===== src/rtl/mbv_pkg.sv =====
// Shared definitions for the matrix-by-vector unit.
//   - DefaultElementWidth / DefaultNi : element size and elements per word
//   - mbv_state_e                     : result-collector FSM encoding
//   - ceil_div()                      : 33-bit ceiling division used for word counts
package mbv_pkg;

   localparam int unsigned DefaultElementWidth = 32;
   localparam int unsigned DefaultNi           = 8;

   typedef enum logic [1:0] {
      StIdle,
      StCollect,
      StDrain,
      StDone
   } mbv_state_e;

   // Widened to 33 bits so total_rows near 2^32 cannot overflow the rounding add.
   function automatic logic [32:0] ceil_div(input logic [31:0] num, input int unsigned den);
      logic [32:0] sum;
      sum = {1'b0, num} + 33'(den) - 33'd1;
      return sum / 33'(den);
   endfunction

endpackage


===== src/rtl/mbv_result_fifo.sv =====
// Result-word FIFO with extra-MSB pointers.
//   clk_i, rst_i        clock, asynchronous active-high reset
//   flush_i             synchronous clear of both pointers (has priority)
//   push_i, data_i      write request / data (ignored when full unless popping)
//   pop_i               read request (ignored when empty)
//   data_o              head word
//   full_o, empty_o     flags
//   count_o             current occupancy
module mbv_result_fifo #(
   parameter int unsigned Width = 256,
   parameter int unsigned Depth = 4
) (
   input  logic                     clk_i,
   input  logic                     rst_i,
   input  logic                     flush_i,
   input  logic                     push_i,
   input  logic [Width-1:0]         data_i,
   input  logic                     pop_i,
   output logic [Width-1:0]         data_o,
   output logic                     full_o,
   output logic                     empty_o,
   output logic [$clog2(Depth):0]   count_o
);

   localparam int unsigned Aw = $clog2(Depth);

   logic [Width-1:0] mem_q [Depth];
   logic [Aw:0]      wptr_q, rptr_q;
   logic             push_ok, pop_ok;

   assign count_o = wptr_q - rptr_q;
   assign full_o  = (count_o == (Aw+1)'(Depth));
   assign empty_o = (wptr_q == rptr_q);
   assign data_o  = mem_q[rptr_q[Aw-1:0]];

   // A pop frees the head slot in the same cycle, so a full FIFO can still accept a push.
   assign pop_ok  = pop_i && !empty_o;
   assign push_ok = push_i && (!full_o || pop_ok);

   always_ff @(posedge clk_i or posedge rst_i) begin
      if (rst_i) begin
         wptr_q <= '0;
         rptr_q <= '0;
      end else if (flush_i) begin
         wptr_q <= '0;
         rptr_q <= '0;
      end else begin
         if (push_ok) wptr_q <= wptr_q + 1'b1;
         if (pop_ok)  rptr_q <= rptr_q + 1'b1;
      end
   end

   always_ff @(posedge clk_i) begin
      if (push_ok && !flush_i) mem_q[wptr_q[Aw-1:0]] <= data_i;
   end

endmodule


===== src/rtl/mbv_result_collector.sv =====
// Collects decoder result words, buffers them and writes them to result memory at
// sequential addresses; raises done once the full result vector has been committed.
//   clk_i, reset_i        clock, asynchronous active-high reset
//   start_i               level; low returns the block to idle and flushes it
//   total_rows_i          result elements expected (latched on start)
//   base_addr_i           first write address (latched on start)
//   in_data_i, in_valid_i decoder result word and its one-cycle strobe
//   mem_ready_i           memory accepts the current write
//   mem_wr_en_o, mem_addr_o, mem_wr_data_o   write port
//   words_written_o       words committed so far
//   overflow_o            sticky: a word was dropped because the FIFO was full
//   done_o                all expected words committed
module mbv_result_collector
   import mbv_pkg::*;
#(
   parameter int unsigned ElementWidth = DefaultElementWidth,
   parameter int unsigned Ni           = DefaultNi,
   parameter int unsigned FifoDepth    = 4,
   parameter int unsigned AddrWidth    = 10
) (
   input  logic                       clk_i,
   input  logic                       reset_i,
   input  logic                       start_i,
   input  logic [31:0]                total_rows_i,
   input  logic [AddrWidth-1:0]       base_addr_i,
   input  logic [Ni*ElementWidth-1:0] in_data_i,
   input  logic                       in_valid_i,
   input  logic                       mem_ready_i,
   output logic                       mem_wr_en_o,
   output logic [AddrWidth-1:0]       mem_addr_o,
   output logic [Ni*ElementWidth-1:0] mem_wr_data_o,
   output logic [31:0]                words_written_o,
   output logic                       overflow_o,
   output logic                       done_o
);

   localparam int unsigned Dw = Ni * ElementWidth;
   localparam int unsigned Cw = $clog2(FifoDepth) + 1;

   mbv_state_e           state_q, state_d;
   logic [AddrWidth-1:0] addr_q, addr_d;
   logic [32:0]          expected_q, expected_d;
   logic [32:0]          accepted_q, accepted_d;
   logic [31:0]          written_q, written_d;
   logic                 overflow_q, overflow_d;

   logic          fifo_push, fifo_pop, fifo_full, fifo_empty;
   logic [Dw-1:0] fifo_head;
   logic [Cw-1:0] fifo_count, count_next;
   logic          wr_en, fire, collecting;

   mbv_result_fifo #(
      .Width (Dw),
      .Depth (FifoDepth)
   ) u_fifo (
      .clk_i   (clk_i),
      .rst_i   (reset_i),
      .flush_i (!start_i),
      .push_i  (fifo_push),
      .data_i  (in_data_i),
      .pop_i   (fifo_pop),
      .data_o  (fifo_head),
      .full_o  (fifo_full),
      .empty_o (fifo_empty),
      .count_o (fifo_count)
   );

   // Write strobe is decoded purely from flops (state and FIFO pointers), so it is
   // stable for the whole cycle and holds while mem_ready_i is low.
   assign wr_en      = !fifo_empty && (state_q == StCollect || state_q == StDrain);
   assign fire       = wr_en && mem_ready_i;
   assign fifo_pop   = fire;
   assign collecting = (state_q == StCollect) && start_i;
   assign fifo_push  = collecting && in_valid_i && (!fifo_full || fire);
   assign count_next = fifo_count + Cw'(fifo_push) - Cw'(fifo_pop);

   always_comb begin
      state_d    = state_q;
      addr_d     = addr_q;
      expected_d = expected_q;
      accepted_d = accepted_q;
      written_d  = written_q;
      overflow_d = overflow_q;

      if (fire) begin
         addr_d    = addr_q + 1'b1;
         written_d = written_q + 32'd1;
      end
      if (fifo_push) accepted_d = accepted_q + 33'd1;
      if (collecting && in_valid_i && !fifo_push) overflow_d = 1'b1;

      case (state_q)
         StIdle: begin
            if (start_i) begin
               state_d    = StCollect;
               addr_d     = base_addr_i;
               expected_d = ceil_div(total_rows_i, Ni);
               accepted_d = '0;
               written_d  = '0;
               overflow_d = 1'b0;
            end
         end
         StCollect: begin
            if (expected_q == 33'd0)           state_d = StDone;
            else if (accepted_d == expected_q) state_d = StDrain;
         end
         StDrain: begin
            if (count_next == '0 && {1'b0, written_d} == expected_q) state_d = StDone;
         end
         StDone: ;
         default: state_d = StIdle;
      endcase

      if (!start_i) begin
         state_d    = StIdle;
         addr_d     = '0;
         expected_d = '0;
         accepted_d = '0;
         written_d  = '0;
         overflow_d = 1'b0;
      end
   end

   always_ff @(posedge clk_i or posedge reset_i) begin
      if (reset_i) begin
         state_q    <= StIdle;
         addr_q     <= '0;
         expected_q <= '0;
         accepted_q <= '0;
         written_q  <= '0;
         overflow_q <= 1'b0;
      end else begin
         state_q    <= state_d;
         addr_q     <= addr_d;
         expected_q <= expected_d;
         accepted_q <= accepted_d;
         written_q  <= written_d;
         overflow_q <= overflow_d;
      end
   end

   assign mem_wr_en_o     = wr_en;
   assign mem_addr_o      = addr_q;
   // FIFO storage is not reset, so gate the data to keep it zero when idle.
   assign mem_wr_data_o   = wr_en ? fifo_head : '0;
   assign words_written_o = written_q;
   assign overflow_o      = overflow_q;
   assign done_o          = (state_q == StDone);

endmodule


===== config.mk =====
export PLATFORM = sky130hd
export DESIGN_NAME = mbv_result_collector
export DESIGN_NICKNAME = d
export VERILOG_FILES = /design/src/rtl/mbv_pkg.sv /design/src/rtl/mbv_result_fifo.sv /design/src/rtl/mbv_result_collector.sv
export SDC_FILE = /design/constraint.sdc
export NUM_CORES = 1
export LEC_CHECK = 0
export ABC_AREA = 1
export BUFFER_PORTS_ARGS = -buffer_cell sky130_fd_sc_hd__buf_2
export CAP_MARGIN = 20
export CORE_AREA = 2 2 354 356
export DETAILED_ROUTE_END_ITERATION = 8
export DIE_AREA = 0 0 356 358
export PLACE_DENSITY_LB_ADDON = 0.1
export SYNTH_ARGS = -nofsm -noshare
export SYNTH_HDL_FRONTEND = slang
export SYNTH_HIERARCHICAL = 1
export SYNTH_SLANG_ARGS = --single-unit

===== constraint.sdc =====
create_clock -name clk_i -period 19.04 [get_ports clk_i]
set_input_delay 3.808 -clock clk_i [delete_from_list [all_inputs] [get_ports clk_i]]
set_output_delay 3.808 -clock clk_i [all_outputs]
set_load 0.01 [all_outputs]

==> results of run 1 <==
## worst reg2reg max path: cells and delay by family (launching register included)
kind / cells / cell delay [ns]
buf+inv: 9 / 3.82
simple gates: 7 / 1.35
flops: 1 / 0.66
fa+ha+maj: 1 / 0.58
## logic make-up after synthesis
kind of cell,count (synthesis)
simple gates,1605
flops,1138
compound gates,883
buf+inv,672
xor+xnor,43
fa+ha+maj,18
## stage by stage
stage	area, µm²	hold slack, ns
finish	57600	0.549
CTS	57600	0.551
floorplan	49300	0.491
global placement	53600	0.538
detailed placement	53600	0.539
global route	57600	0.577
## report_power, final
group / leakage [nW] / switching, mW / internal, mW
clock network: 1.97 / 0.984 / 1.36
logic: 9.75 / 1.14 / 0.511
registers: 10.8 / 0.0536 / 2.79
## worst max-delay path by stage
stage	end	cells after the start	slack (ns)
6_report	mem_wr_data_o[80]	12	10.23
5_1_grt	mem_wr_data_o[97]	12	9.82
4_1_cts	mem_wr_data_o[88]	12	10.14
3_5_place_dp	u_fifo/mem_q[1][126]	11	10.48
3_3_place_gp	u_fifo/mem_q[1][128]	11	10.50
2_1_floorplan	u_fifo/mem_q[0][0]	7	2.97
## metal layers
| metal | track usage | part of all wire | vias up |
|---|---|---|---|
| met5 | 0 | 0.0025 | - |
| met4 | 0.0601 | 0.023 | 52 |
| met3 | 0.0567 | 0.070 | 261 |
| met2 | 0.331 | 0.47 | 910 |
| met1 | 0.281 | 0.44 | 16460 |
| li1 | - | - | 16266 |
## cells in the final DEF (no fill, tap or decap), types with 17 or more instances in the layout
cell type | Yosys | layout
xor2_1 | 25 | 25
dfrtp_1 | 114 | 112
inv_1 | 448 | 445
buf_4 | 18 | 34
o22ai_2 | 80 | 80
a21oi_1 | 43 | 43
nor2_1 | 870 | 866
nand3_1 | 157 | 157
edfxtp_1 | 1024 | 1024
diode_2 | 0 | 17
clkinv_2 | 0 | 24
clkbuf_1 | 121 | 36
nor2_2 | 85 | 85
clkbuf_16 | 0 | 136
nor3_1 | 20 | 20
clkinv_1 | 0 | 23
nand4_1 | 36 | 36
o22ai_1 | 192 | 192
o21ai_0 | 535 | 535
buf_2 | 49 | 603
nand2_1 | 392 | 391
## final cells by class
cell class / count / area share
flip-flops and latches: 1138 / 0.583
clock inverters: 60 / 0.00753
diodes: 17 / 0.000738
well taps: 1637 / 0.0355
repair buffers: 641 / 0.0582
multi-input cells: 2549 / 0.223
clock buffers: 175 / 0.0621
inverters: 452 / 0.0299
## state kept, by name, summed over array words and instances, names as in the netlist
signal / count
accepted_q: 33
expected_q: 30
mem_addr_o: 10
overflow_o: 1
state_q: 2
u_fifo/mem_q: 1024
u_fifo/rptr_q: 3
u_fifo/wptr_q: 3
words_written_o: 32
## cells in the mapped netlist (all sizes together)
| cell | count |
|---|---|
| nor2 | 965 |
| o22ai | 272 |
| xnor2 | 12 |
| clkbuf | 122 |
| o21a | 2 |
| or2 | 5 |
| edfxtp | 1024 |
| nor3b | 1 |
| a22oi | 1 |
| a21boi | 1 |
| xor2 | 25 |
| nor2b | 1 |
| o211ai | 4 |
| nand3 | 159 |
| nand3b | 11 |
| nor4 | 9 |
| a21oi | 43 |
| inv | 452 |
| xnor3 | 6 |
| dfrtp | 114 |
| and3 | 1 |
| fa | 2 |
| o31ai | 2 |
| o21bai | 3 |
| nand2 | 396 |
| buf | 98 |
| nor3 | 21 |
| nand4 | 36 |
| o32ai | 11 |
| ha | 16 |
| a31oi | 1 |
| o21ai | 543 |
==> metrics.md, run 1 <==
| Metric | Value |
|---|---|
| Final period utilization | 0.463 |
| Hold path depth | 2 |
| Startpoint Class | flop |
| Slowest-stage cell, CP | buf_4 |
| Reg area | 33600 µm² |
| Flop-to-flop setup slack | around 12 ns |
| CP top delay family | buffers and inverters |
| HP Class | reg -> reg |
| Area grow syn2layout | 16.9% |
| Worst Path Arrival | 5.00 ns |
| Final slew viol count | 0 |
| Port Buf Inserts | 603 |
| Maximum VDD drop | roughly 92 µV |
| Layout cells sized above 1 | 0.203 |
| Largest family of logic cells by synthesized area | simple AND/OR/NAND/NOR gates |
| Synth Cell Area | about 49000 µm² |
| GR Util All Layers | 0.209 |
| Total power | just under 7 mW |
| Top cells by area, synth | edfxtp_1, nor2_1, dfrtp_1 |
| DR WL/cell | between 20 and 25 µm |
| Setup violators final | 0 |
| Fmax | 114 MHz |
| GRT overflow | 0 |
| CP most frequent cell | inv_1 |
| Setup ws final | around 10 ns |
| Crit path max fanout | ~120 |
| Dpl ws | about 10 ns |
| Total number of vias | between 30000 and 40000 |
| Worst Skew | ~0.043 ns |
| PwrDens | between 100 and 150 nW/µm² |
| Die X | 356 µm |
| Initial cell density of the core | 0.400 |
| Adder and majority cell fraction of the synthesized area | 0.00487 |
| Num ports | around 600 |
| Layout filler cell count | 11593 |
| Layout Utilization | 0.467 |
| Req. time, crit path | roughly 15 ns |
| Period minus WS final | 8.81 ns |
| CP cell instances | inv_8, ha_1, nand2_1, inv_1, nand3_1, inv_1, inv_1, nand2_4, buf_4, buf_4, nor2_1, buf_2 |
| WS Path Type | reg -> out |
| R2R Path End | u_fifo/mem_q[1][199] |
| Final setup TNS | 0 ns |
| RSZ-0062 raised after global routing | no |
| ANT nets after route | 0 |
| 1st-iter DRT viols | 2424 |
| YS warnings | 6 |
| Status | finished clean |
| Latest clock arrival within the worst-skew pair | between 0.7 and 0.8 ns |
| Cell Count, Final, Fillers Out | 6669 |
| Slew @ Worst Pin | 1.34 ns |
| Min-Delay Endpoint | accepted_q[32] |
| H-tree lvl count | 4 |
| Syn_nets | roughly 4700 |
| Vias per std cell | 5.09 |
| Clock transition at path regs | 0.05 ns |
| Post-synthesis simple-gate area fraction | 0.137 |
| Pre-antenna DRT Iters | 6 |
| Complex-gate fraction of the synthesized area | 0.108 |
| Multi-input gate area | roughly 13000 µm² |
| Post-CTS Setup Repair Bufs | 0 |
| Unique masters post-synth | 49 |
| Post-synthesis cell count | between 4000 and 5000 |
| Max-Cap Viols | 0 |
| PostCTS Resize Cnt | 0 |
| Inserted Clock Buffers | 131 |
| DRC | 0 |
| First-pass GRT wire length | approximately 200000 µm |
| Post-Route WL | about 140000 µm |
| Largest stage delay on the critical path | about 0.74 ns |
| Area leader, netlist | edfxtp_1 |
| R2R depth | 17 |
| Post-Synth XOR/XNOR Area | 0.00932 |
| Share of the synthesized area in the top cell type | 0.624 |
| Initial antenna violation count | between 60 and 70 |
| Core box area | ~120000 µm² |
| Normalized max-slew margin | 0.109 |
| Root buf cell | clkbuf_16 |
| Max Buffers Root-to-Sink | 3 |
| Site Rows | 129 |
| Leak | 22.5 nW |
| Crit. End Element | output port |
| Post-synthesis mux area share | 0 |
| TritonCTS clock tree | done |
| Hold path start | accepted_q[32] |
| Avg Inst Size Synth | between 10 and 15 µm² |
| Pin count of the biggest net entering global routing | between 200 and 300 |
| Die footprint | around 130000 µm² |
| Die Y | approximately 360 µm |
| Fin. Hold Viols | 0 |
| Reg-to-Reg Start | u_fifo/rptr_q[1] |
| Hold Buf Count CTS | 0 |
| Number of global-route vias before repair | around 32000 |
| Seq/Total Area, Yosys | 0.682 |
| Placed cells | 6417 |
| Clk sinks | 1138 |
| Yosys reg bits | about 1100 |
| Routability cong. | between 0.8 and 0.9 |
| CP Buf/Inv Count | 7 |
| Detailed placement HPWL | between 80000 and 90000 µm |
| Worst setup path startpoint | u_fifo/rptr_q[1] |
| Nets | between 5000 and 6000 |
Power figures use the tool's default switching activity.
==> run 2: changes to the inputs <==
Settings changed: ABC_AREA 1 to 0, CORE_AREA 2 2 354 356 to 2 2 344 346, DIE_AREA 0 0 356 358 to 0 0 346 348.
Clock period 19.04 ns to 7.5 ns, I/O delays scaled along.
==> run 2 against run 1 <==
The flow now finishes with violations (max-slew violations); cell count is 28% lower; combinational power fell by 29%; die area decreased by 5.5%; clock power rose to 2.6 times the previous value; clock skew shrank 0.017 ns; critical path depth shrank 7; hold slack improved by 0.042 ns; sequential cell count stayed put; sequential share of layout area up 2.4 points; highest routed layer unchanged.
==> metrics.md, run 2 <==
| Metric | Value |
|---|---|
| Avg Inst Size Synth | roughly 18 µm² |
| Final slew viol count | between 50 and 60 |
| Area leader, netlist | edfxtp_1 |
| GR Util All Layers | 0.200 |
| Fin. Hold Viols | 0 |
| Max-Cap Viols | 0 |
| Port Buf Inserts | ~600 |
| Number of global-route vias before repair | 26998 |
| Number of synthesized flops with an enable pin | 1024 |
| Maximum VDD drop | 230 µV |
| Violated checks | max-slew violations |
| TritonCTS clock tree | done |
| Max Buffers Root-to-Sink | 3 |
| Num ports | about 600 |
| Metal-1 WL | 47300 µm |
| Clk pwr share | 0.424 |
| Post-CTS Setup Repair Bufs | 0 |
| Die X | ~350 µm |
| Crit path max fanout | 60 |
| Yosys reg bits | 1138 |
| Most common cell after layout, fill and taps aside | edfxtp_1 |
| Layout Utilization | 0.473 |
| Largest stage delay on the critical path | slightly below 0.9 ns |
| Layout cells sized above 1 | 0.339 |
| Die Y | about 350 µm |
| Largest register FFs | 1024 |
| Root buf cell | clkbuf_16 |
| Worst Skew | 0.0262 ns |
| WS Path Type | reg -> out |
| Clock transition at path regs | about 0.06 ns |
| Req. time, crit path | 6.00 ns |
| Routability cong. | just over 0.9 |
| Sequential share of power | 0.496 |
| Top cells by area, synth | edfxtp_1, mux4_2, dfrtp_1 |
| Initial cell density of the core | 0.397 |
| First-pass GRT wire length | ~180000 µm |
| Total power | 14.7 mW |
| Post-synthesis cell count | 2531 |
| ANT nets after route | 0 |
| Worst Path Arrival | around 4.2 ns |
| Count leader, synth | edfxtp_1 |
| Detailed placement HPWL | between 70000 and 80000 µm |
| Syn_nets | roughly 2900 |
| Flop-to-flop setup slack | roughly 2.3 ns |
| Share of the synthesized area in the top cell type | 0.663 |
| Startpoint Class | flop |
| RSZ-0062 raised after global routing | no |
| Core box area | 117000 µm² |
| H-tree lvl count | 4 |
| Combinational power share | 0.080 |
| Setup violators final | 0 |
| Leak | between 15 and 20 nW |
| DR WL/cell | between 20 and 30 µm |
| Status | complete, but fails checks |
| Seq/Total Area, Yosys | 0.724 |
| Setup ws final | approximately 1.9 ns |
| Area grow syn2layout | 19.4% |
| Nets | approximately 3500 |
| P_int | roughly 11 mW |
| CP cell instances | buf_4, buf_4, mux4_2, and2_1, buf_2 |
| PostCTS Resize Cnt | 0 |
| Met3 wire length | approximately 7700 µm |
| Normalized max-slew margin | -0.0444 |
| Inserted Clock Buffers | 130 |
| Most frequent cells in the layout | edfxtp_1, buf_2, and2_1 |
| Fmax | 177 MHz |
| Total number of vias | ~25000 |
| Dpl ws | about 2.2 ns |
| Ys flop type | edfxtp_1 |
| Highest Signal Layer | met5 |
| HP Class | reg -> reg |
| Top post-synthesis cells by count | edfxtp_1, and2_1, mux4_2, nor2_1, dfrtp_1 |
| Die footprint | roughly 120000 µm² |
| Slew @ Worst Pin | between 1.5 and 2 ns |
| DRC | 0 |
| Period minus WS final | between 5 and 6 ns |
| Slowest-stage cell, CP | buf_4 |
| Synth Cell Area | ~46000 µm² |
| CP most frequent cell | buf_4 |
| Final setup TNS | 0 ns |
| Pre-antenna DRT Iters | 5 |
| WL met2 | approximately 62000 µm |
| Pin count of the biggest net entering global routing | about 150 |
| Net Sw Power | between 3 and 4 mW |
| Crit. End Element | output port |
| Switch share | 0.234 |
| Final period utilization | 0.753 |
| Post-Route WL | between 100000 and 150000 µm |
| Latest clock arrival within the worst-skew pair | roughly 0.72 ns |
| GRT overflow | 0 |
| Unique masters post-synth | 80 |
| Vias per std cell | between 5 and 6 |
| Site Rows | ~130 |
| PwrDens | 265 nW/µm² |
| 1st-iter DRT viols | 1943 |
| Fraction of registers with async set/reset | 0.100 |
| Clk sinks | 1138 |
| Initial antenna violation count | about 50 |
| Hold Buf Count CTS | 0 |
| YS warnings | 6 |
==> run 2: cell count changes in the layout (fill, tap and decap cells not counted), sizes merged, moves of 42 or more <==
cell	previous run	this run
and2	0	267
o22ai	272	4
nor2	965	125
nand2	396	64
inv	456	29
o21ai	543	33
xnor2	12	72
xor2	25	67
nand3	159	39
mux4	0	256
==> run 2: through the flow <==
stage,hold slack [ns],instances,area (µm²)
floorplan,0.533,2531,46400
global placement,0.554,4556,51200
detailed placement,0.587,4556,51200
CTS,0.602,4785,55300
global route,0.622,4794,55400
finish,0.591,4798,55400
==> run 2: layer usage <==
metal  GRT usage  up-vias
li1            -    11237
met3      0.0587      249
met2       0.342      699
met1       0.242    13221
met4      0.0644       38
met5           0        -
==> run 2: cell families (layout without fill, tap and decap cells) <==
group / Yosys count / count (layout) / share of synthesized area
DFF: 1138 / 1138 / 0.724
and+or+nand+nor: 654 / 654 / 0.0807
muxes: 264 / 264 / 0.126
buffers and inverters: 167 / 885 / 0.0152
AOI/OAI and AO/OA: 149 / 149 / 0.0213
xor gates and xnor gates: 141 / 141 / 0.0273
adders and majority gates: 18 / 18 / 0.00518
other: 0 / 13 / 0
==> run 2: power groups by stage <==
| stage | clock network [mW] | logic, mW | registers, mW |
|---|---|---|---|
| after floorplan | 0 | 0.705 | 7.30 |
| after global placement | 0 | 1.17 | 7.39 |
| after detailed placement | 0 | 1.18 | 7.40 |
| after CTS | 6.39 | 1.19 | 7.27 |
| after global routing | 6.64 | 1.29 | 7.28 |
| final | 6.22 | 1.17 | 7.27 |
==> run 2: cell type report <==
type | instances | area (µm²)
fill | 10137 | 61600
multi-input combinational | 1226 | 12100
clock buffer | 165 | 3470
sequential | 1138 | 33600
tap | 1536 | 1920
antenna | 13 | 32.5
inverter | 25 | 96.3
timing repair buffer | 631 | 3420
clock inverter | 64 | 719
==> run 2: final timing paths <==
kind,start,end,cells after the start
setup / recovery,u_fifo/rptr_q[1],mem_wr_data_o[0],5
hold / removal,accepted_q[32],accepted_q[32],2
setup reg to reg,u_fifo/rptr_q[1],state_q[0],19
hold reg to reg,accepted_q[32],accepted_q[32],2
max in group asynchronous,reset_i,accepted_q[3],3
min in group asynchronous,reset_i,u_fifo/rptr_q[1],2
==> run 2: critical path: cells and delay by family (launching register included) <==
kind | cells | cell delay [ns]
AND/OR/NAND/NOR | 1 | 0.20
flip-flops | 1 | 0.87
buffers and inverters | 3 | 1.81
multiplexers | 1 | 0.40
